--- src/rtl/sad_min_sel.sv ---
// Minimum-SAD selector: scans a SEARCH_W x SEARCH_H window in raster order and emits the
// lowest SAD and its motion vector through a one-deep valid/ready register. Option: SAD_MIN_TIE_LAST_EN.
module sad_min_sel #(
    parameter int SAD_WIDTH = 16,
    parameter int SEARCH_W  = 16,
    parameter int SEARCH_H  = 16,
    parameter int MV_WIDTH  = 5
) (
    input  logic                 clk,
    input  logic                 rst_n,
    input  logic                 search_start,
    input  logic                 sad_valid,
    input  logic [SAD_WIDTH-1:0] sad_in,
    input  logic                 out_ready,
    output logic                 out_valid,
    output logic [SAD_WIDTH-1:0] best_sad,
    output logic [MV_WIDTH-1:0]  best_mvx,
    output logic [MV_WIDTH-1:0]  best_mvy,
    output logic                 busy,
    output logic                 overflow
);

    localparam int XW = $clog2(SEARCH_W);
    localparam int YW = $clog2(SEARCH_H);

    typedef enum logic {IDLE, SCAN} state_t;

    state_t               state;
    logic [XW-1:0]        x, run_x;
    logic [YW-1:0]        y, run_y;
    logic [SAD_WIDTH-1:0] run_sad;

    logic                 sample, first, last, better, take;
    logic [SAD_WIDTH-1:0] win_sad;
    logic [XW-1:0]        win_x;
    logic [YW-1:0]        win_y;

    function automatic logic [MV_WIDTH-1:0] to_mvx(input logic [XW-1:0] c);
        logic [31:0] t;
        t = 32'(c) - 32'(SEARCH_W / 2);
        return t[MV_WIDTH-1:0];
    endfunction

    function automatic logic [MV_WIDTH-1:0] to_mvy(input logic [YW-1:0] c);
        logic [31:0] t;
        t = 32'(c) - 32'(SEARCH_H / 2);
        return t[MV_WIDTH-1:0];
    endfunction

    always_comb begin
        sample = (state == SCAN) && sad_valid && !search_start;
        first  = (x == '0) && (y == '0);
        last   = (x == '1) && (y == '1);
`ifdef SAD_MIN_TIE_LAST_EN
        better = (sad_in <= run_sad);
`else
        better = (sad_in < run_sad);
`endif
        take    = first || better;
        win_sad = take ? sad_in : run_sad;
        win_x   = take ? x : run_x;
        win_y   = take ? y : run_y;
    end

    assign busy = (state == SCAN);

    always_ff @(posedge clk) begin
        if (!rst_n) begin
            state     <= IDLE;
            x         <= '0;
            y         <= '0;
            run_x     <= '0;
            run_y     <= '0;
            run_sad   <= '0;
            out_valid <= 1'b0;
            best_sad  <= '0;
            best_mvx  <= '0;
            best_mvy  <= '0;
            overflow  <= 1'b0;
        end else begin
            if (out_valid && out_ready)
                out_valid <= 1'b0;
            if (search_start) begin
                state   <= SCAN;
                x       <= '0;
                y       <= '0;
                run_sad <= '1;
            end else if (sample) begin
                if (take) begin
                    run_sad <= sad_in;
                    run_x   <= x;
                    run_y   <= y;
                end
                x <= x + XW'(1);
                if (x == '1)
                    y <= y + YW'(1);
                if (last) begin
                    state <= IDLE;
                    // A result taken this same cycle frees the register for the new one.
                    if (!out_valid || out_ready) begin
                        best_sad  <= win_sad;
                        best_mvx  <= to_mvx(win_x);
                        best_mvy  <= to_mvy(win_y);
                        out_valid <= 1'b1;
                    end else begin
                        overflow <= 1'b1;
                    end
                end
            end
        end
    end

endmodule

--- config.mk ---
export PLATFORM = sky130hd
export DESIGN_NAME = sad_min_sel
export DESIGN_NICKNAME = d
export VERILOG_FILES = /design/src/rtl/sad_min_sel.sv
export SDC_FILE = /design/constraint.sdc
export NUM_CORES = 1
export LEC_CHECK = 0
export CORE_MARGIN = 2
export CORE_UTILIZATION = 52
export DETAILED_ROUTE_END_ITERATION = 8
export PLACE_DENSITY = 0.84
export SYNTH_ARGS = -nofsm -noshare
export SYNTH_HDL_FRONTEND = slang
export SYNTH_SLANG_ARGS = --single-unit
--- constraint.sdc ---
create_clock -name clk -period 2.75 [get_ports clk]
set_input_delay 0.4125 -clock clk [delete_from_list [all_inputs] [get_ports clk]]
set_output_delay 0.4125 -clock clk [all_outputs]
set_load 0.01 [all_outputs]
# Word-level counts from Yosys, hierarchy flattened
# Cells that the tools add are included.
dict set report classes {
  n_addsub 4
  multipliers 0
  div_mod_pow 0
  magnitude_cmp 1
  eq_ne 2
  shift 0
  muxes 13
  bitwise_logic 3
  reduce_logical 19
}
# operator count
set op_table {}
lappend op_table {{two-way mux 16 bit} 3}
lappend op_table {{< comparator 16 bit} 1}
lappend op_table {{subtractor 4 x 4 -> 5 bit, second input constant} 2}
lappend op_table {{adder 4 x 1 -> 4 bit, second input constant} 2}
lappend op_table {{equality test 4 bit, second input constant} 2}
lappend op_table {{zero test 4 bit} 2}
lappend op_table {{two-way mux 1 bit} 8}
lappend op_table {{two-way mux 4 bit} 2}
lappend op_table {{AND reduction 4 bit} 2}
lappend op_table {{AND reduction 2 bit} 3}
lappend op_table {{logical AND 1 bit} 5}
lappend op_table {{nonzero test 2 bit} 2}
lappend op_table {{NOT 1 bit} 3}
lappend op_table {{zero test 1 bit} 2}
lappend op_table {{logical OR 1 bit} 2}
lappend op_table {{OR reduction 2 bit} 1}
dict set report totals {
  regBits 61
  latch_bits 0
  mem_bits_rw 0
  romBits 0
  in_bits 21
  out_inout_bits 29
  word_cells 53
  n_memories 0
}

# Logic depth before layout (Yosys ltp)
# Gate-level depths: netlist (run 1).
dict set report logic_depth {
  ltp_word 6
  depth_mapped 9
  depth_no_buf 8
}

# Worst setup path before layout (run 1)
# Ideal clock, no wire load.
dict set report synth_path {
  path_kind {input-to-reg}
  startpoint {in sad_in[15]}
  endpoint {reg run_sad[10]}
  setup_time_ps 119
  arrival_time_ps 1974
  t_required_ps 2631
  setup_slack_ps 657
  stages 7
  path_buffers 1
  cell_sequence {ha_1 -> nand4_1 -> a2111o_1 -> o211ai_1 -> o21ai_2 -> buf_2 -> o221a_2}
}
dict set report synth_between {
  elab_chain_cells 5
}
# element line
set synth_lines {}
lappend synth_lines {{start, declared} 13} ;# input logic [SAD_WIDTH-1:0] sad_in,
lappend synth_lines {{< comparator 16 bit} 57} ;# better = (sad_in < run_sad);
lappend synth_lines {{logical OR 1 bit} 59} ;# take = first || better;
lappend synth_lines {{two-way mux 16 bit (3 in series)} --}
lappend synth_lines {{end signal, assigned} 90} ;# run_sad <= sad_in;
lappend synth_lines {{end, declared} 31} ;# logic [SAD_WIDTH-1:0] run_sad;
# Every way passes these cells. The select of a mux whose other input is x is not followed.
# A chain may end at the register's enable or synchronous reset.

# Final worst setup path (run 1)
dict set report layout_path {
  startpoint {in sad_in[4]}
  endpoint {reg run_sad[13]}
}
# Same word-level chain as after synthesis.

==> reports/metrics.yaml, run 1 <==
worst_setup_path:
  reg2reg_depth: 8
  r2r_setup_slack_ns: 0.35
  start_kind: "input port"
  crit_buf_inv: 1
  cp_top_family: "compound AO/OA/AOI/OAI gates"
  critPathCaptureType: "flop"
  max_stage_delay_ns: 0.60
  worstReg2RegEnd: "run_sad[13]$_SDFFE_PN0P_"
  cp.required_ns: 3.04
  critPathMaxFanout: 16
  cpMaxStageDelayCell: "o21ai_2"
  worst_ep_arrival_time_ns: 2.85
  reg2reg_from: "run_sad[4]$_SDFFE_PN0P_"
  path_class: "input port to flop"
  crit_chain: "clkdlybuf4s50_1 -> ha_1 -> a211oi_1 -> nand3_1 -> a21oi_1 -> o211ai_1 -> o21ai_2 -> o221a_2"
logic_synthesis:
  syn-instance-count: 320
  syn_nets: 360
  ys.warnings.count: 0
  synth.avg_cell_area_um2: 8.911
  synth_cell_types: 42
  syn_area_mm2: 0.002851
  yosysSeqAreaShare: 0.4142
  synth-seq-cells: 59
detailed_routing:
  wl_per_cell_um: 14.97
  drc: 0
  vias: 2515
  dr.pass1.iters: 5
  drt_iter0_markers: 175
  antenna_left: 0
  vias_per_cell: 5.677
  wl_mm: 6.633
layout:
  diodes: 0
  fin_nets: 408
  drive_gt1_frac: 0.1394
  fin_util: 0.7019
  design_area_mm2: 0.003654
  synthToLayoutAreaGrowth_pct: 28.13
global_routing:
  grt_pass1_wl_mm: 11.28
  antenna_found_initial: 0
  grt_max_degree: 41
  grt.total_usage: 0.2327
  overflow: 0
  grt_pass1_vias: 2398
placed_design:
  post-dp-hpwl_mm: 4.386
  gp_congestion: 0.8411
  dp_slack_ns: -0.1021
  placed_area_mm2: 0.003426
  numPortBuffers: 49
clock_network:
  root_buffer: "clkbuf_8"
  cts_tree: "done"
  cts.path.max_buffers: 2
  ctsHoldBuffers: 0
  htree_levels: 3
  post-cts-setup-buffers: 0
  clk-insertion-delay-late_ns: 0.34
  clock-sinks: 59
  numCtsBuffers: 9
  path_clk_slew_ns: 0.07
  cts-resized-gates: 0
timing:
  fin_crit_sh: 0.9331
  worstMarginPinSlew_ns: 0.7051
  whs_ns: 0.4624
  grt_setup_unrepaired: "no"
  hold_violations: 0
  slew_headroom: 0.5299
  final.min_clock_period_ns: 2.566
  setup_slack_ns: 0.1839
  setup_viol: 0
  drv_slew: 0
  fmax_ghz: 0.3897
  fin_skew_ns: 0.005145
power:
  power_density_mw_per_mm2: 560.8
  leakage_uw: 0.001425
  p_int_uw: 1545
  power_uw: 2049
  p_seq_frac: 0.438
  swShare: 0.2457
  p_comb_frac: 0.121
  p_sw_uw: 503.3
  peakVddDrop_v: 0.0004422
  clkPwrFrac: 0.441
hold_path:
  min-delay-path-class: "flop to flop"
  worstHoldStart: "run_y[1]$_SDFFE_PN0P_"
  worstHoldPathCells: 2
  min_to: "run_y[1]$_SDFFE_PN0P_"
floorplanning:
  dieArea_mm2: 0.006092
  start_util: 0.5478
  die_h_um: 78.05
  io_pins: 50
  core_area_mm2: 0.005205
  fp-row-count: 26
  die_w_um: 78.05
flow_run:
  max-cap-violations: 0
run_status:
  status: "finished, final reports clean"
[registers in the layout (all words and copies together) (netlist names), named ones only]
name / cells
run_y: 3
best_mvy: 4
y: 4
run_sad: 16
out_valid: 1
best_sad: 16
x: 4
run_x: 3
best_mvx: 4
busy: 1
overflow: 1
[worst reg2reg max path: stages (launching register included)]
cell	delay (ns)
dfxtp_1	0.35
inv_1	0.05
ha_1	0.28
a211oi_1	0.26
nand3_1	0.10
a21oi_1	0.20
o211ai_1	0.18
o21ai_2	0.60
o221a_2	0.33
[cell usage in the layout (no fill, tap or decap), types with 2 or more instances in the layout]
master,n
inv_1,19
o211ai_1,2
clkbuf_8,11
nor2_1,12
xnor2_1,2
o221a_2,16
o21ai_1,2
a211oi_1,2
nand3_1,24
clkdlybuf4s50_1,48
nand4_1,3
o21ai_0,43
a21oi_1,10
a31oi_1,21
o211a_1,2
dfxtp_1,59
or4_1,2
mux2i_1,7
nor2b_1,2
buf_12,2
a21boi_1,2
ha_1,19
buf_4,11
bufinv_16,2
nand2_1,25
nand2b_1,3
xor2_1,4
[metal layers]
layer | vias up | global-route usage | wire [um]
li1 | 1266 | - | -
met1 | 1182 | 0.2898 | 2911
met2 | 60 | 0.3888 | 3288
met3 | 7 | 0.06322 | 361
met4 | 0 | 0.08070 | 72
met5 | - | 0 | 0
[area by class of cell]
type	count	area, um^2
Fill cell	401	1551
Timing Repair Buffer	62	608.1
Clock inverter	4	72.57
Clock buffer	12	155.1
Inverter	19	71.32
Tap cell	70	87.58
Multi-Input combinational cell	217	1478
Sequential cell	59	1181
[how the worst max path moves through the flow]
stage	start	end	slack (ns)	cells after the start
after CTS	sad_in[4]	run_sad[13]$_SDFFE_PN0P_	0.21	8
after detailed placement	sad_in[4]	run_sad[3]$_SDFFE_PN0P_	-0.10	8
final	sad_in[4]	run_sad[13]$_SDFFE_PN0P_	0.18	8
after floorplan	sad_in[15]	run_sad[10]$_SDFFE_PN0P_	0.66	7
after global placement	sad_in[14]	run_y[2]$_SDFFE_PN0P_	0.005	8
after global routing	sad_in[4]	run_sad[9]$_SDFFE_PN0P_	0.07	8
[logic make-up after synthesis]
group / Yosys count / synth area share
simple gates: 79 / 0.1417
buf+inv: 44 / 0.06757
mux: 7 / 0.02457
xor+xnor: 6 / 0.01843
compound gates: 106 / 0.2501
fa+ha+maj: 19 / 0.08337
flops: 59 / 0.4142
[Yosys cell counts, drive strengths merged]
cell type	count	area [um^2]
a2111o	1	11.26
a211o	1	8.760
a211oi	2	15.01
a21boi	2	15.01
a21oi	10	50.05
a31o	1	8.760
a31oi	21	131.4
and2b	1	7.510
and3	1	6.260
and4	2	20.02
buf	12	71.32
clkbuf	13	50.04
dfxtp	59	1181
ha	19	237.7
inv	19	71.32
mux2i	7	70.07
nand2	25	93.84
nand2b	4	32.53
nand3	24	120.1
nand4	3	18.77
nand4b	1	15.01
nor2	13	56.30
nor2b	2	12.51
nor4	1	6.260
o211a	2	20.02
o211ai	2	15.01
o21a	1	7.510
o21ai	47	250.3
o221a	16	180.2
or4	2	15.01
xnor2	2	17.52
xor2	4	35.03
[power by group through the flow]
| stage | clock [uW] | sequential, uW | combinational [uW] |
|---|---|---|---|
| 2_1_floorplan | 0 | 911 | 155 |
| 3_3_place_gp | 0 | 915 | 239 |
| 3_5_place_dp | 0 | 915 | 246 |
| 4_1_cts | 912 | 897 | 249 |
| 5_1_grt | 956 | 900 | 277 |
| 6_report | 903 | 897 | 248 |
[through the flow]
step,std cells,TNS [ns]
CTS,443,0
finish,443,0
global placement,427,0
floorplan,320,0
detailed placement,427,-1.489
global route,443,0
(Power assumes the default switching activity.)
==> run 2, diff against run 1 <==
Settings changed: PLACE_DENSITY 0.84 to 0.79.
==> reports/metrics.yaml, run 2 (synthesis results as in run 1) <==
detailed_routing:
  wl_mm: 6.732  # +1.5%
  drc: 0  # unchanged
  drt_iter0_markers: 114  # -35%
  vias_per_cell: 5.741  # +1.1%
  wl_met1_mm: 3.000  # +3.1%
  antenna_left: 0  # unchanged
  met3WireLength_um: 289  # -20%
  dr.pass1.iters: 4  # -1
  wl_per_cell_um: 15.27  # +2.0%
  vias: 2532  # +0.68%
  top_layer: "met4"
  wl_met2_mm: 3.336  # +1.5%
timing:
  fmax_ghz: 0.3990  # +2.4%
  hold_violations: 0  # unchanged
  setup_slack_ns: 0.2435  # +0.05953 ns
  setup_viol: 0  # unchanged
  grt_setup_unrepaired: "no"
  fin_skew_ns: 0.006776  # +0.001630 ns
  drv_slew: 0  # unchanged
  worstMarginPinSlew_ns: 0.6700  # -0.03516 ns
  final.min_clock_period_ns: 2.507  # -0.05953 ns
  whs_ns: 0.4320  # -0.03038 ns
  slew_headroom: 0.5533  # +0.02344
  fin_crit_sh: 0.9115  # -0.02165
worst_setup_path:
  crit_buf_inv: 1  # unchanged
  cp_top_family: "compound AO/OA/AOI/OAI gates"
  worst_ep_arrival_time_ns: 2.79  # -0.06 ns
  path_class: "input port to flop"
  crit_chain: "clkdlybuf4s50_1 -> ha_1 -> a211oi_1 -> nand3_1 -> a21oi_1 -> o211ai_1 -> o21ai_2 -> o221a_2"
  cpMaxStageDelayCell: "o21ai_2"
  max_stage_delay_ns: 0.57  # -0.03 ns
  start_kind: "input port"
  critPathCaptureType: "flop"
  r2r_setup_slack_ns: 0.38  # +0.03 ns
  critPathMaxFanout: 16  # unchanged
  cp.required_ns: 3.03  # about the same
run_status:
  status: "finished, final reports clean"
floorplanning:
  dieArea_mm2: 0.006092  # unchanged
  start_util: 0.5478  # unchanged
  fp-row-count: 26  # unchanged
  core_area_mm2: 0.005205  # unchanged
  die_w_um: 78.05  # unchanged
  die_h_um: 78.05  # unchanged
  io_pins: 50  # unchanged
global_routing:
  overflow: 0  # unchanged
  antenna_found_initial: 0  # unchanged
  grt_max_degree: 49  # +20%
  grt_pass1_vias: 2489  # +3.8%
  grt_pass1_wl_mm: 11.43  # +1.3%
  grt.total_usage: 0.2359  # +0.003211
clock_network:
  path_clk_slew_ns: 0.06  # about the same
  cts.path.max_buffers: 2  # unchanged
  ctsHoldBuffers: 0  # unchanged
  cts_tree: "done"
  clk-insertion-delay-late_ns: 0.34  # about the same
  numCtsBuffers: 9  # unchanged
  cts-resized-gates: 0  # unchanged
  post-cts-setup-buffers: 0  # unchanged
  clock-sinks: 59  # unchanged
  htree_levels: 3  # unchanged
  root_buffer: "clkbuf_8"
placed_design:
  post-dp-hpwl_mm: 4.461  # +1.7%
  numPortBuffers: 49  # unchanged
  placed_area_mm2: 0.003418  # -0.22%
  post-place-cells: 426  # -0.23%
  dp_slack_ns: -0.09152  # +0.01062 ns
  gp_congestion: 0.8083  # -3.9%
power:
  peakVddDrop_v: 0.0003773  # -15%
  leakage_uw: 0.001407  # -1.3%
  power_density_mw_per_mm2: 535.6  # -4.5%
layout:
  fin_util: 0.6940  # -0.007933
  final_common_cell: "dfxtp_1"
  drive_gt1_frac: 0.1321  # -0.007335
  synthToLayoutAreaGrowth_pct: 26.68
  design_area_mm2: 0.003612  # -1.1%
  instances_no_fill: 441  # -0.45%
  reg.largest.list: "best_sad x16, run_sad x16"
  final_cell_mix: "59 x dfxtp_1, 48 x clkdlybuf4s50_1, 43 x o21ai_0"
  diodes: 0  # unchanged
  fin_nets: 407  # -0.25%
  fillers: 427  # +6.5%
flow_run:
  max-cap-violations: 0  # unchanged
hold_path:
  min-delay-path-class: "input port to flop"
-- run 2: changes by cell type in the layout (fill, tap and decap cells not counted), sizes merged --
cell,change
clkinvlp,-1
clkbuf,+1
bufinv,-1
buf,-1
-- run 2: final timing paths --
kind                               to                     from  cells past startpoint
max reg2reg  run_sad[15]$_SDFFE_PN0P_  run_sad[4]$_SDFFE_PN0P_                      8
min          best_mvx[1]$_SDFFE_PN0P_                    rst_n                      3
max          run_sad[15]$_SDFFE_PN0P_                sad_in[4]                      8
min reg2reg                      flop                     flop                      2
-- run 2: layout make-up --
| class | count | area, um^2 | area share |
|---|---|---|---|
| Inverter | 19 | 71.32 | 0.01974 |
| Clock inverter | 2 | 35.03 | 0.009699 |
| Multi-Input combinational cell | 217 | 1478 | 0.4091 |
| Sequential cell | 59 | 1181 | 0.3270 |
| Timing Repair Buffer | 61 | 600.6 | 0.1663 |
| Clock buffer | 13 | 158.9 | 0.04399 |
| Tap cell | 70 | 87.58 | 0.02425 |
-- run 2: where the power goes --
part	leakage [uW]	switching (uW)	internal (uW)	total, uW
Combinational	0.000827	139	110	249
Clock	0.0000995	325	462	787
Sequential	0.000481	19.5	878	898
-- run 2: stage by stage --
stage	setup TNS, ns	total power, uW
after floorplan	0	1066
after global placement	-0.005439	1155
after detailed placement	-1.603	1163
after CTS	0	1947
after global routing	0	2018
final	0	1935
-- run 2: per-layer routing --
metal / up-vias / global-route usage
met1: 1199 / 0.2902
met5: - / 0
li1: 1259 / -
met2: 64 / 0.3922
met4: 0 / 0.1175
met3: 10 / 0.04943
-- run 2: worst register-to-register path: cells and delay by family (launching register included) --
kind | cells | cell delay [ns]
flip-flops | 1 | 0.35
buffers and inverters | 1 | 0.06
adder cells (fa/ha/maj) | 1 | 0.30
AO/OA/AOI/OAI | 5 | 1.52
AND/OR/NAND/NOR | 1 | 0.10
==> run 3, diff against run 2 <==
Settings changed: GPL_ROUTABILITY_DRIVEN set to 0, GPL_TIMING_DRIVEN set to 0.
==> reports/metrics.yaml, run 3 (synthesis results as in run 1) <==
hold_path:
  worstHoldPathCells: 2  # -1
  min-delay-path-class: "flop to flop"
clock_network:
  htree_levels: 3  # unchanged
  path_clk_slew_ns: 0.06  # about the same
  root_buffer: "clkbuf_8"
  clk-insertion-delay-late_ns: 0.34  # about the same
  ctsHoldBuffers: 0  # unchanged
  clock-sinks: 59  # unchanged
  cts.path.max_buffers: 2  # unchanged
  numCtsBuffers: 9  # unchanged
  cts_tree: "done"
  cts-resized-gates: 0  # unchanged
layout:
  diodes: 0  # unchanged
  fin_nets: 421  # +3.4%
  final_cell_mix: "59 x dfxtp_1, 49 x clkdlybuf4s50_1, 43 x o21ai_0"
  final_common_cell: "dfxtp_1"
  drive_gt1_frac: 0.1221  # -0.009998
  multiInputGateArea_mm2: 0.001478  # unchanged
  regArea_mm2: 0.001181  # unchanged
  synthToLayoutAreaGrowth_pct: 26.68  # unchanged
  reg.largest.list: "best_sad x16, run_sad x16"
  fillers: 429  # +0.47%
global_routing:
  overflow: 0  # unchanged
  grt_pass1_wl_mm: 12.21  # +6.8%
  grt.total_usage: 0.2535  # +0.01765
  grt_pass1_vias: 2583  # +3.8%
  antenna_found_initial: 0  # unchanged
  grt_max_degree: 11  # -78%
detailed_routing:
  dr.pass1.iters: 5  # +1
  vias: 2710  # +7.0%
  wl_mm: 7.253  # +7.7%
  antenna_left: 0  # unchanged
  vias_per_cell: 5.956  # +3.7%
  drt_iter0_markers: 152  # +33%
  drc: 0  # unchanged
  wl_per_cell_um: 15.94  # +4.4%
power:
  power_density_mw_per_mm2: 522.9  # -2.4%
  peakVddDrop_v: 0.0004084  # +8.3%
  power_uw: 1889  # -2.4%
  leakage_uw: 0.001404  # -0.23%
timing:
  final.min_clock_period_ns: 2.616  # +0.1098 ns
  whs_ns: 0.4647  # +0.03265 ns
  hold_violations: 0  # unchanged
  fin_skew_ns: 0.006230  # -0.0005458 ns
  fmax_ghz: 0.3822  # -4.2%
  drv_slew: 0  # unchanged
  worstMarginPinSlew_ns: 0.5376  # -0.1324 ns
  slew_headroom: 0.6416  # +0.08831
  fin_crit_sh: 0.9514  # +0.03992
  setup_viol: 0  # unchanged
worst_setup_path:
  max_stage_delay_ns: 0.46  # -0.11 ns
  worst_ep_arrival_time_ns: 2.89  # +0.10 ns
  cp_top_family: "compound AO/OA/AOI/OAI gates"
  crit_buf_inv: 3  # +2
  start_kind: "input port"
  critPathCaptureType: "flop"
  path_depth: 10  # +2
  critPathMaxFanout: 10  # -6
  path_class: "input port to flop"
  crit_chain: "clkdlybuf4s50_1 -> ha_1 -> a21oi_1 -> nor2_1 -> a211oi_1 -> o211ai_1 -> buf_4 -> o21ai_2 -> buf_2 -> o221a_2"
  cp.required_ns: 3.03  # about the same
  cpMaxStageDelayCell: "clkdlybuf4s50_1"
  reg2reg_depth: 10  # +2
floorplanning:
  core_area_mm2: 0.005205  # unchanged
  die_h_um: 78.05  # unchanged
  fp-row-count: 26  # unchanged
  dieArea_mm2: 0.006092  # unchanged
  io_pins: 50  # unchanged
  start_util: 0.5478  # unchanged
  die_w_um: 78.05  # unchanged
placed_design:
  post-dp-hpwl_mm: 4.996  # +12%
  numPortBuffers: 49  # unchanged
flow_run:
  max-cap-violations: 0  # unchanged
run_status:
  status: "finished, final reports clean"
## run 3: cell count changes in the layout (fill, tap and decap cells not counted), sizes merged
cell and delta:
clkbuf +12, clkdlybuf4s50 +1, clkinv +1
## run 3: stage by stage
| step | setup WS (ns) | instance area, um^2 | util | TNS (ns) | instances |
|---|---|---|---|---|---|
| 5_1_grt | -0.005086 | 3612 | 0.6940 | -0.01935 | 455 |
| 2_1_floorplan | 0.6572 | 2851 | - | 0 | 320 |
| 3_3_place_gp | -0.2041 | 3430 | 0.6589 | -3.525 | 439 |
| 4_1_cts | 0.06139 | 3605 | 0.6925 | 0 | 454 |
| 6_report | 0.1337 | 3612 | 0.6940 | 0 | 455 |
| 3_5_place_dp | -0.2268 | 3430 | 0.6589 | -4.629 | 439 |
## run 3: per-layer routing
| layer | vias up | GRT usage | wire [um] |
|---|---|---|---|
| li1 | 1289 | - | - |
| met1 | 1302 | 0.3307 | 3199 |
| met2 | 102 | 0.4086 | 3459 |
| met3 | 17 | 0.04253 | 453 |
| met4 | 0 | 0.1228 | 141 |
| met5 | - | 0 | 0 |
## run 3: repair_timing
action	4_1_cts	5_1_grt
setup endpoints to repair	0	10
hold endpoints to repair	0	0
setup buffers	0	1
## run 3: area by class of cell
class	instances	share of cell area
multi-input cells	217	0.4091
flip-flops and latches	59	0.3270
repair buffers	50	0.1379
clock buffers	12	0.03741
plain buffers	25	0.03360
well taps	70	0.02425
inverters	19	0.01974
clock inverters	3	0.01108
## run 3: final timing paths
path / end / from / slack, ns
worst min register to register: run_x[2]$_SDFFE_PN0P_ / run_x[2]$_SDFFE_PN0P_ / 0.46
worst min-delay path: run_x[2]$_SDFFE_PN0P_ / run_x[2]$_SDFFE_PN0P_ / 0.46
worst max register to register: run_sad[13]$_SDFFE_PN0P_ / run_sad[13]$_SDFFE_PN0P_ / 0.32
worst max-delay path: run_sad[13]$_SDFFE_PN0P_ / sad_in[13] / 0.13
## run 3: worst min-delay path, stage by stage, from the launching register on
cell and delay (ns):
dfxtp_1 0.31, nand2_1 0.05, mux2i_1 0.05
## run 3: report_power, final
part | switching, uW | internal [uW]
registers | 18.8 | 878
clock network | 327 | 411
logic | 146 | 108
==> patch: new RTL, config.mk and constraints of run 2 <==
Change the parameter `SEARCH_W` from 16 to 64.
--- a/src/rtl/sad_min_sel.sv
+++ b/src/rtl/sad_min_sel.sv
@@ -2,7 +2,7 @@
 // lowest SAD and its motion vector through a one-deep valid/ready register. Option: SAD_MIN_TIE_LAST_EN.
 module sad_min_sel #(
     parameter int SAD_WIDTH = 16,
-    parameter int SEARCH_W  = 16,
+    parameter int SEARCH_W  = 64,
     parameter int SEARCH_H  = 16,
     parameter int MV_WIDTH  = 5
 ) (
Function: same outputs for any inputs over 10 cycles, from zero or initial values and one cycle with rst_n low; that may be too few to reach the edited logic, so the function may still have changed.
==> patch against run 2 <==
Area after synthesis rose by 14%. Sequential cell count rose by 4. Setup slack got worse by 0.11 ns. Synthesized cell count rose by 16%. Routed wire length rose by 17%. Die area rose by 13%. Sequential share of layout area fell by 2.1 points. Cell area rose by 14%. Power rose by 1.2%. Core utilization fell by 0.56 points. Clock power fell by 6.7%. Highest routed layer unchanged. Register-to-register slack got worse by 0.15 ns. Hold slack improved by 0.025 ns.
==> patch: results (changes against run 2) <==
metric;value;unit;change
grt_pass1_wl;13400;µm;was 11400 µm
synth_cells;370;;was 320
status;completed;;unchanged
hp-class;register to register;;was input pin to register
synthFlopType;dfxtp_1;;unchanged
cts_max_level;3;;unchanged
fin_nets;474;;was 407
finalNonFillerCells;513;;was 441
place_ws;-0.254;ns;was -0.0915 ns
relSlewSlack;56.9;%;was 55.3%
clock-root-buffer;clkbuf_8;;unchanged
slowest_stage;o41a_4;;was o21ai_2
clock_latency;0.34;ns;about the same
synthArstFlopShare;0;%;unchanged
antenna_left;0;;unchanged
num_antenna_cells;0;;unchanged
cts-buffers-inserted;9;;unchanged
crit_family;compound AO/OA/AOI/OAI gates;;unchanged
yosysSeqAreaShare;38.9;%;was 41.4%
hpwl;5480;µm;was 4460 µm
vias;2950;;was 2532
clockBufferDepth;2;;unchanged
drive_above_1_share;13.0;%;was 13.2%
ys_top_cells_by_area;dfxtp_1, mux2i_1, ha_1, o21ai_0, nor3_1;;was dfxtp_1, ha_1, o21ai_0, o221a_2, a31oi_1
grt_usage;23.6;%;about the same
place_area;3920;µm²;was 3420 µm²
clk_pin_slew;0.06;ns;about the same
fin_worst_skew;0.00652;ns;was 0.00678 ns
ys_warn_count;0;;unchanged
port_buffers;49;;unchanged
arrival;2.88;ns;was 2.79 ns
place.gp.congestion;0.912;;was 0.808
grt_max_degree;47;;was 49
crit_fanout;8;;was 16
dr.pass1.iters;4;;unchanged
syn-num-nets;410;;was 360
max_stage_delay;0.53;ns;was 0.57 ns
dp_cells;496;;was 426
reg.largest.list;best_sad x16, run_sad x16, x x6;;was best_sad x16, run_sad x16
drt-wirelength-per-cell;15.3;µm;about the same
ir_drop;0.343;mV;was 0.377 mV
ys_types;38;;was 42
grt_pass1_vias;2892;;was 2489
drt_iter0_markers;205;;was 114
antenna_found_initial;0;;unchanged
power.leakage;1.50;nW;was 1.41 nW
synth_common_cells;dfxtp_1, o21ai_0, nor3_1;;was dfxtp_1, o21ai_0, nand2_1
-- patch: changes by cell type in the layout (fill, tap and decap cells not counted), moves of 6 or more --
| cell | delta |
|---|---|
| nor3_1 | +34 |
| mux2i_1 | +22 |
| nand3_1 | -21 |
| buf_4 | +19 |
| a21oi_1 | +17 |
| a31oi_1 | -17 |
| o221a_2 | -16 |
| nor4_1 | +12 |
| nand2_1 | +6 |
-- patch: where the power goes --
part	leakage, nW	switching, mW	internal [mW]
logic	0.901	0.141	0.122
registers	0.513	0.0248	0.935
clock network	0.0898	0.337	0.398
-- patch: what timing repair did --
item,CTS,global route
endpoints found under the hold margin,0,0
setup buffers,0,2
endpoints found under the setup margin,0,13
resized for setup,0,3
-- patch: cells by family (layout without fill, tap and decap cells) --
| logic type | after synthesis | after routing | synth area share (%) |
|---|---|---|---|
| simple gates | 120 | 120 | 21.0 |
| xor+xnor | 8 | 8 | 2.16 |
| buf+inv | 48 | 116 | 7.32 |
| fa+ha+maj | 19 | 19 | 7.32 |
| compound gates | 83 | 83 | 14.4 |
| mux | 29 | 29 | 8.94 |
| flops | 63 | 63 | 38.9 |
-- patch: per-stage QoR --
| step | utilization [%] | TNS (ns) | hold slack, ns | power (mW) |
|---|---|---|---|---|
| 6_report | 68.8 | 0 | 0.457 | 1.96 |
| 5_1_grt | 68.8 | 0 | 0.483 | 2.04 |
| 4_1_cts | 68.4 | 0 | 0.458 | 1.95 |
| 3_5_place_dp | 65.5 | -4.79 | 0.449 | 1.23 |
| 3_3_place_gp | 65.5 | -2.52 | 0.441 | 1.22 |
| 2_1_floorplan | - | 0 | 0.430 | 1.13 |
-- patch: layout make-up --
type	instances	area [µm²]
clock buffers	15	176
fillers	450	1870
inverters	21	78.8
multi-input cells	259	1770
flip-flops and latches	63	1260
well taps	75	93.8
repair buffers	80	748
-- patch: metal layers --
metal	track usage, %	vias to the layer above	share of wire [%]
li1	-	1452	-
met1	29.6	1363	44
met2	38.6	113	47
met3	4.17	22	5.2
met4	12.4	0	3.2
met5	0	-	0
-- patch: worst register-to-register path, stage by stage, from the launching register on --
cell	delay, ns
dfxtp_1	0.39
inv_1	0.06
ha_1	0.28
a21oi_1	0.20
o21a_1	0.15
nor2_1	0.07
o41a_4	0.53
buf_4	0.19
nor3_4	0.23
buf_4	0.16
mux2i_1	0.17
-- patch: final timing paths --
| path | startpoint | end | slack (ns) | cells after the start |
|---|---|---|---|---|
| worst max-delay path | sad_in[11] | run_x[1] | 0.14 | 10 |
| worst min register to register | register | register | 0.46 | 2 |
| worst max register to register | run_sad[11] | run_x[1] | 0.23 | 10 |
| worst min-delay path | register | register | 0.46 | 2 |
